<file path="config.mk">
export PLATFORM = sky130hd
export DESIGN_NAME = uart_autobaud_ctrl
export DESIGN_NICKNAME = d
export VERILOG_FILES = /design/src/rtl/uart_autobaud_ctrl.sv
export SDC_FILE = /design/constraint.sdc
export NUM_CORES = 1
export LEC_CHECK = 0
export ABC_AREA = 1
export CAP_MARGIN = 10
export CORE_MARGIN = 10
export CORE_UTILIZATION = 30
export DETAILED_ROUTE_END_ITERATION = 12
export HOLD_SLACK_MARGIN = 0.05
export PLACE_DENSITY = 0.44
export SYNTH_ARGS = -nofsm -noshare
export SYNTH_HDL_FRONTEND = slang
export SYNTH_SLANG_ARGS = --single-unit
</file>
<file path="constraint.sdc">
create_clock -name clk -period 6.1 [get_ports clk]
set_input_delay 1.22 -clock clk [delete_from_list [all_inputs] [get_ports clk]]
set_output_delay 1.22 -clock clk [all_outputs]
set_load 0.05 [all_outputs]
</file>
<file path="src/rtl/uart_autobaud_ctrl.sv">
// Auto-baud controller: measures a 0x55 sync byte on UartRx, drives BpsNum, supervises break/relock.
// Optional macro UART_AUTOBAUD_VERIFY_EN adds edge-to-edge interval checking during measurement.
module uart_autobaud_ctrl #(
  parameter int DEFAULT_BPS_NUM = 434,
  parameter int MIN_BPS_NUM     = 16,
  parameter int BREAK_MULT      = 16,
  parameter int CNT_W           = 24
) (
  input  logic        clk,
  input  logic        rstn,
  input  logic        UartRx,
  input  logic        relock,
  output logic [19:0] BpsNum,
  output logic        locked,
  output logic        lock_ok,
  output logic        err
);

  localparam int BRK_W = CNT_W + 5;

  typedef enum logic [2:0] {
    IDLE,
    MEASURE,
    STOPWAIT,
    LOCKED,
    BRKWAIT
  } state_t;

  state_t             state_q, state_d;
  logic               rx_meta_q, rx_sync_q, rx_prev_q;
  logic [CNT_W-1:0]   cnt_q, cnt_d;
  logic [2:0]         fidx_q, fidx_d;
  logic [19:0]        bnew_q, bnew_d;
  logic [20:0]        sw_cnt_q, sw_cnt_d;
  logic [BRK_W-1:0]   brk_cnt_q, brk_cnt_d;
  logic [19:0]        bps_q, bps_d;
  logic               locked_q, locked_d;
  logic               lock_ok_q, lock_ok_d;
  logic               err_q, err_d;

  logic               fall, rise;
  logic [CNT_W:0]     p_val;
  logic [19:0]        bnew_calc;
  logic [BRK_W-1:0]   brk_inc, brk_thr;
  logic               verr;

  assign fall      = rx_prev_q & ~rx_sync_q;
  assign rise      = ~rx_prev_q & rx_sync_q;
  // Elapsed cycles since the first falling edge, counting that edge's cycle as time 0.
  assign p_val     = {1'b0, cnt_q} + (CNT_W+1)'(1);
  assign bnew_calc = 20'(p_val >> 3);
  assign brk_inc   = (&brk_cnt_q) ? brk_cnt_q : brk_cnt_q + BRK_W'(1);
  assign brk_thr   = BRK_W'(BREAK_MULT) * BRK_W'(bps_q);

`ifdef UART_AUTOBAUD_VERIFY_EN
  logic [CNT_W:0]   ref_q, ref_d;
  logic             ref_vld_q, ref_vld_d;
  logic [CNT_W:0]   last_q, last_d;
  logic [CNT_W:0]   ival;
  logic [CNT_W+1:0] ival_x, ref_x, lo, hi;

  assign ival   = p_val - last_q;
  assign ival_x = {1'b0, ival};
  assign ref_x  = {1'b0, ref_q};
  assign lo     = ref_x - (ref_x >> 2);
  assign hi     = ref_x + (ref_x >> 2);

  always_comb begin
    ref_d     = ref_q;
    ref_vld_d = ref_vld_q;
    last_d    = last_q;
    verr      = 1'b0;
    if (state_q == IDLE) begin
      ref_vld_d = 1'b0;
      last_d    = '0;
    end else if (state_q == MEASURE) begin
      if (fall || rise) begin
        last_d = p_val;
        if (!ref_vld_q) begin
          ref_d     = ival;
          ref_vld_d = 1'b1;
        end else if (ival_x < lo || ival_x > hi) begin
          verr = 1'b1;
        end
      end else if (ref_vld_q && ival_x > hi) begin
        // A missing edge is caught as soon as the gap exceeds the upper bound.
        verr = 1'b1;
      end
    end
  end

  always_ff @(posedge clk or negedge rstn) begin
    if (!rstn) begin
      ref_q     <= '0;
      ref_vld_q <= 1'b0;
      last_q    <= '0;
    end else begin
      ref_q     <= ref_d;
      ref_vld_q <= ref_vld_d;
      last_q    <= last_d;
    end
  end
`else
  assign verr = 1'b0;
`endif

  always_comb begin
    state_d   = state_q;
    cnt_d     = cnt_q;
    fidx_d    = fidx_q;
    bnew_d    = bnew_q;
    sw_cnt_d  = sw_cnt_q;
    brk_cnt_d = brk_cnt_q;
    bps_d     = bps_q;
    locked_d  = locked_q;
    lock_ok_d = 1'b0;
    err_d     = 1'b0;

    case (state_q)
      IDLE: begin
        if (fall) begin
          cnt_d   = '0;
          fidx_d  = 3'd1;
          state_d = MEASURE;
        end
      end

      MEASURE: begin
        cnt_d = cnt_q + CNT_W'(1);
        if (fall) fidx_d = fidx_q + 3'd1;
        if (fall && fidx_q == 3'd4 && !verr) begin
          bnew_d   = bnew_calc;
          sw_cnt_d = '0;
          state_d  = STOPWAIT;
        end else if (verr || (&cnt_q)) begin
          err_d   = 1'b1;
          state_d = IDLE;
        end
      end

      STOPWAIT: begin
        if (bnew_q < 20'(MIN_BPS_NUM)) begin
          err_d   = 1'b1;
          state_d = IDLE;
        end else if (rise) begin
          bps_d     = bnew_q;
          locked_d  = 1'b1;
          lock_ok_d = 1'b1;
          brk_cnt_d = '0;
          state_d   = LOCKED;
        end else if (sw_cnt_q >= {bnew_q, 1'b0}) begin
          err_d   = 1'b1;
          state_d = IDLE;
        end else begin
          sw_cnt_d = sw_cnt_q + 21'd1;
        end
      end

      LOCKED: begin
        if (!rx_sync_q) begin
          brk_cnt_d = brk_inc;
          if (brk_inc >= brk_thr) begin
            locked_d = 1'b0;
            state_d  = BRKWAIT;
          end
        end else begin
          brk_cnt_d = '0;
        end
      end

      BRKWAIT: begin
        if (rx_sync_q) state_d = IDLE;
      end

      default: state_d = IDLE;
    endcase

    // Relock overrides every event of the same cycle; the old rate stays in use.
    if (relock) begin
      state_d   = IDLE;
      locked_d  = 1'b0;
      lock_ok_d = 1'b0;
      err_d     = 1'b0;
      bps_d     = bps_q;
    end
  end

  always_ff @(posedge clk or negedge rstn) begin
    if (!rstn) begin
      rx_meta_q <= 1'b1;
      rx_sync_q <= 1'b1;
      rx_prev_q <= 1'b1;
      state_q   <= IDLE;
      cnt_q     <= '0;
      fidx_q    <= '0;
      bnew_q    <= '0;
      sw_cnt_q  <= '0;
      brk_cnt_q <= '0;
      bps_q     <= 20'(DEFAULT_BPS_NUM);
      locked_q  <= 1'b0;
      lock_ok_q <= 1'b0;
      err_q     <= 1'b0;
    end else begin
      rx_meta_q <= UartRx;
      rx_sync_q <= rx_meta_q;
      rx_prev_q <= rx_sync_q;
      state_q   <= state_d;
      cnt_q     <= cnt_d;
      fidx_q    <= fidx_d;
      bnew_q    <= bnew_d;
      sw_cnt_q  <= sw_cnt_d;
      brk_cnt_q <= brk_cnt_d;
      bps_q     <= bps_d;
      locked_q  <= locked_d;
      lock_ok_q <= lock_ok_d;
      err_q     <= err_d;
    end
  end

  assign BpsNum  = bps_q;
  assign locked  = locked_q;
  assign lock_ok = lock_ok_q;
  assign err     = err_q;

endmodule

</file>
==> Implementation_results.wiki <==
{| class="wikitable"
! Metric !! Value
|-
| Status || finished clean
|-
| Combined area of the multi-input logic cells || 4070 um2
|-
| Part of the cycle the worst path needs || 52.5%
|-
| Longest individual stage delay on the worst path || 0.44 ns
|-
| Pins over their slew limit || 0
|-
| Post-CTS Setup Inserts || 0
|-
| Post-route DRC || 0
|-
| Total Routing Usage GR || 14.2%
|-
| Starting density of the core || 30.3%
|-
| I/O Pins || 27
|-
| Number of antenna violations at the first check in global routing || 0
|-
| Crit path launch type || flop
|-
| Number of nets in the synthesized netlist || 1071
|-
| Yosys warns || 0
|-
| Dominant cells by area after synthesis || sky130_fd_sc_hd__dfrtp_1 37%, sky130_fd_sc_hd__nand2_1 12%, sky130_fd_sc_hd__ha_1 7.1%
|-
| Fraction of layout cells with a size suffix above 1 || 8.47%
|-
| Via density || 4.74
|-
| Cell with the most instances after synthesis || sky130_fd_sc_hd__nand2_1
|-
| Cell Rows || 59
|-
| Clock tree root driver cell || sky130_fd_sc_hd__clkbuf_16
|-
| Detailed router's first-iteration violation count || 443
|-
| Peak supply drop || 0.000161 V
|-
| Count of endpoints failing hold in the final timing report || 0
|-
| Final core occ || 34.9%
|-
| Final critical-path required period || 3.20 ns
|-
| Wire length per cell after detailed routing || 16.5 um
|-
| Clock skew after layout || 0.0173 ns
|-
| Reported max-cap violation count || 0
|-
| Dpl hpwl || 17400 um
|-
| Count of flip-flops with a built-in enable after synthesis || 0
|-
| Dominant cell type by area after synthesis || sky130_fd_sc_hd__dfrtp_1
|-
| Tightest Pin Transition || 0.827 ns
|-
| Cells along the critical path || ha_1 -> inv_1 -> nor2_4 -> nand2_2 -> nor2_4 -> nand2_4 -> nand4_4 -> nor2_2 -> nand3_1 -> xor2_1 -> ha_1 -> nand2_1 -> inv_1 -> and3_1 -> nand4_1 -> nor2_1 -> nand3_1 -> nand3_2 -> nand2_1 -> nand2_1 -> nand2_1
|-
| Synth-to-Final Area Change || 15.2%
|-
| Via count of the routed design || 6621
|-
| Gate family responsible for the most delay along the worst path || simple AND/OR/NAND/NOR gates
|-
| Total wire length after detailed routing || 23100 um
|-
| Post-CTS sizing || 0
|-
| Top layer used by detailed routing || met4
|-
| Endpoint type of the worst setup path || flop
|-
| Post-CTS Hold Buffers || 0
|-
| Maximum count of clock buffers along a single path || 2
|-
| Worst-Skew Late Latency || 0.43 ns
|-
| RSZ-0062 raised after global routing || false
|-
| Total area of sequential cells || 3160 um2
|-
| Synthesized flop and latch total || 126
|-
| Critical path fanouts, max || 14
|-
| Die area || 33100 um2
|-
| Clock sink count || 126
|-
| Port bufs || 26
|-
| Nets || 1098
|-
| Final number of setup-violating endpoints || 0
|-
| Filler cell count in the final layout || 2791
|-
| Crit Path Class || reg2reg
|-
| Top post-synthesis cells by count || 259 x sky130_fd_sc_hd__nand2_1, 140 x sky130_fd_sc_hd__inv_1, 118 x sky130_fd_sc_hd__dfrtp_1
|-
| Met3 wire length || 597 um
|-
| Cell area after technology mapping || 7880 um2
|-
| Buf+Inv Stages, Crit Path || 2
|-
| Largest net degree at the start of global routing || 86
|-
| Slowest-stage cell, CP || sky130_fd_sc_hd__dfrtp_1
|-
| Share of the synthesized area in the top cell type || 37.5%
|-
| Sum of negative setup slack || 0 ns
|-
| Fin Hold WS || 0.357 ns
|-
| Upper clock frequency limit || 312 MHz
|-
| Vias in the first global route || 6732
|-
| Critical Path AT || 3.52 ns
|-
| Fraction of the yosys area taken by sequential cells || 40.1%
|-
| H-tree level count || 4
|-
| Max-Slew Margin vs Limit || 44.9%
|-
| Type of the tightest min-delay check || reg2reg
|-
| Average footprint of a synthesized cell || 7.71 um2
|-
| Wl on met1 || 11100 um
|-
| Remaining antenna violation count after routing || 0
|-
| Die width || 182 um
|-
| Placeable core region || 26000 um2
|-
| Global-route wire length before repair || 37500 um
|-
| Overall power of the completed layout || 0.00214 W
|-
| TritonCTS clock tree || done
|-
| Die outline height || 182 um
|-
| Number of buffers created by CTS || 17
|-
| Distinct cell type count of the synthesized netlist || 39
|-
| Pwr per Cell Area || 235 nW/um2
|-
| Synth Instances || 1022
|-
| Final estimated routing congestion in global placement || 0.856
|-
| Most used DFF post-synth || sky130_fd_sc_hd__dfrtp_1
|-
| Met2 WL post-DR || 11000 um
|-
| Clock-pin slew on the worst setup and hold paths || 0.06 ns
|-
| Antenna diode count || 0
|-
| GRT Residual Overflow || 0
|-
| Cell mode on critical path || sky130_fd_sc_hd__nand2_1
|-
| Async SR Flop Fraction || 100%
|-
| Detailed Routing Iterations Pass 1 || 5
|-
| Required arrival time at the worst endpoint || 6.42 ns
|-
| Leakage power summed over all cells || 4.12 nW
|}
sequential cells by signal (all words and copies together), names as in the netlist:
signal and cells:
BpsNum 20, bnew_q 20, brk_cnt_q 29, cnt_q 24, err 1, fidx_q 3, lock_ok 1, locked 1
rx_meta_q 1, rx_prev_q 1, rx_sync_q 1, state_q 3, sw_cnt_q 21
report_power, final:
group / leakage [nW] / switching (W) / internal (W) / total [W]
Clock: 0.291 / 0.000423 / 0.000627 / 0.00105
Combinational: 2.14 / 0.000145 / 0.0000517 / 0.000197
Sequential: 1.69 / 0.0000252 / 0.000864 / 0.000889
Total: 4.12 / 0.000594 / 0.00154 / 0.00214
metal layers:
layer  vias up  track usage [%]
met5         -                0
met4         0             4.26
met3        24             2.69
met2        76             23.5
met1      3139             18.4
li1       3382                -
cell usage in the layout, fill, tap and decap left out, types with 11 or more instances in the layout:
master                            count
sky130_fd_sc_hd__o22ai_1             15
sky130_fd_sc_hd__o21ai_0             66
sky130_fd_sc_hd__xor2_1              48
sky130_fd_sc_hd__nand4_1             25
sky130_fd_sc_hd__clkbuf_16           17
sky130_fd_sc_hd__o31ai_1             14
sky130_fd_sc_hd__nand2_1            259
sky130_fd_sc_hd__nor2_2              11
sky130_fd_sc_hd__nor3_1              20
sky130_fd_sc_hd__ha_1                45
sky130_fd_sc_hd__nor2_1              82
sky130_fd_sc_hd__o21ai_1             11
sky130_fd_sc_hd__nand3_1             48
sky130_fd_sc_hd__inv_1              140
sky130_fd_sc_hd__clkdlybuf4s50_1     25
sky130_fd_sc_hd__a21oi_1             30
sky130_fd_sc_hd__dfrtp_1            118
final timing paths:
| check | start | to | slack, ns | cells past startpoint |
|---|---|---|---|---|
| setup / recovery | brk_cnt_q[0] | state_q[0] | 2.90 | 21 |
| hold / removal | rx_meta_q | rx_sync_q | 0.36 | 0 |
| setup reg to reg | brk_cnt_q[0] | state_q[0] | 2.90 | 21 |
| hold reg to reg | rx_meta_q | rx_sync_q | 0.36 | 0 |
| max in group asynchronous | rstn | sw_cnt_q[8] | 4.17 | 2 |
| min in group asynchronous | rstn | brk_cnt_q[19] | 0.84 | 1 |
layout make-up:
cell class                 instances  area share [%]
multi-input combinational        730            44.9
tap                              335            4.62
inverter                         144            5.95
clock inverter                    12            1.49
clock buffer                      20            5.03
sequential                       126            34.8
timing repair buffer              30            3.21
cell families (layout without fill, tap and decap cells):
logic type	after synthesis	after routing	synth area share, %
AND/OR/NAND/NOR	483	483	27.9
buffers and inverters	166	206	8.24
AO/OA/AOI/OAI	148	148	10.6
flip-flops	126	126	40.1
XOR/XNOR	54	54	6.00
adder cells (fa/ha/maj)	45	45	7.15
through the flow:
step | setup slack [ns] | cells | cell area [um2]
after floorplan | 3.40 | 1022 | 7880
after global placement | 2.92 | 1365 | 8490
after detailed placement | 2.85 | 1365 | 8490
after CTS | 2.85 | 1397 | 9080
after global routing | 2.52 | 1397 | 9080
final | 2.90 | 1397 | 9080
Power figures use the tool's default switching activity.
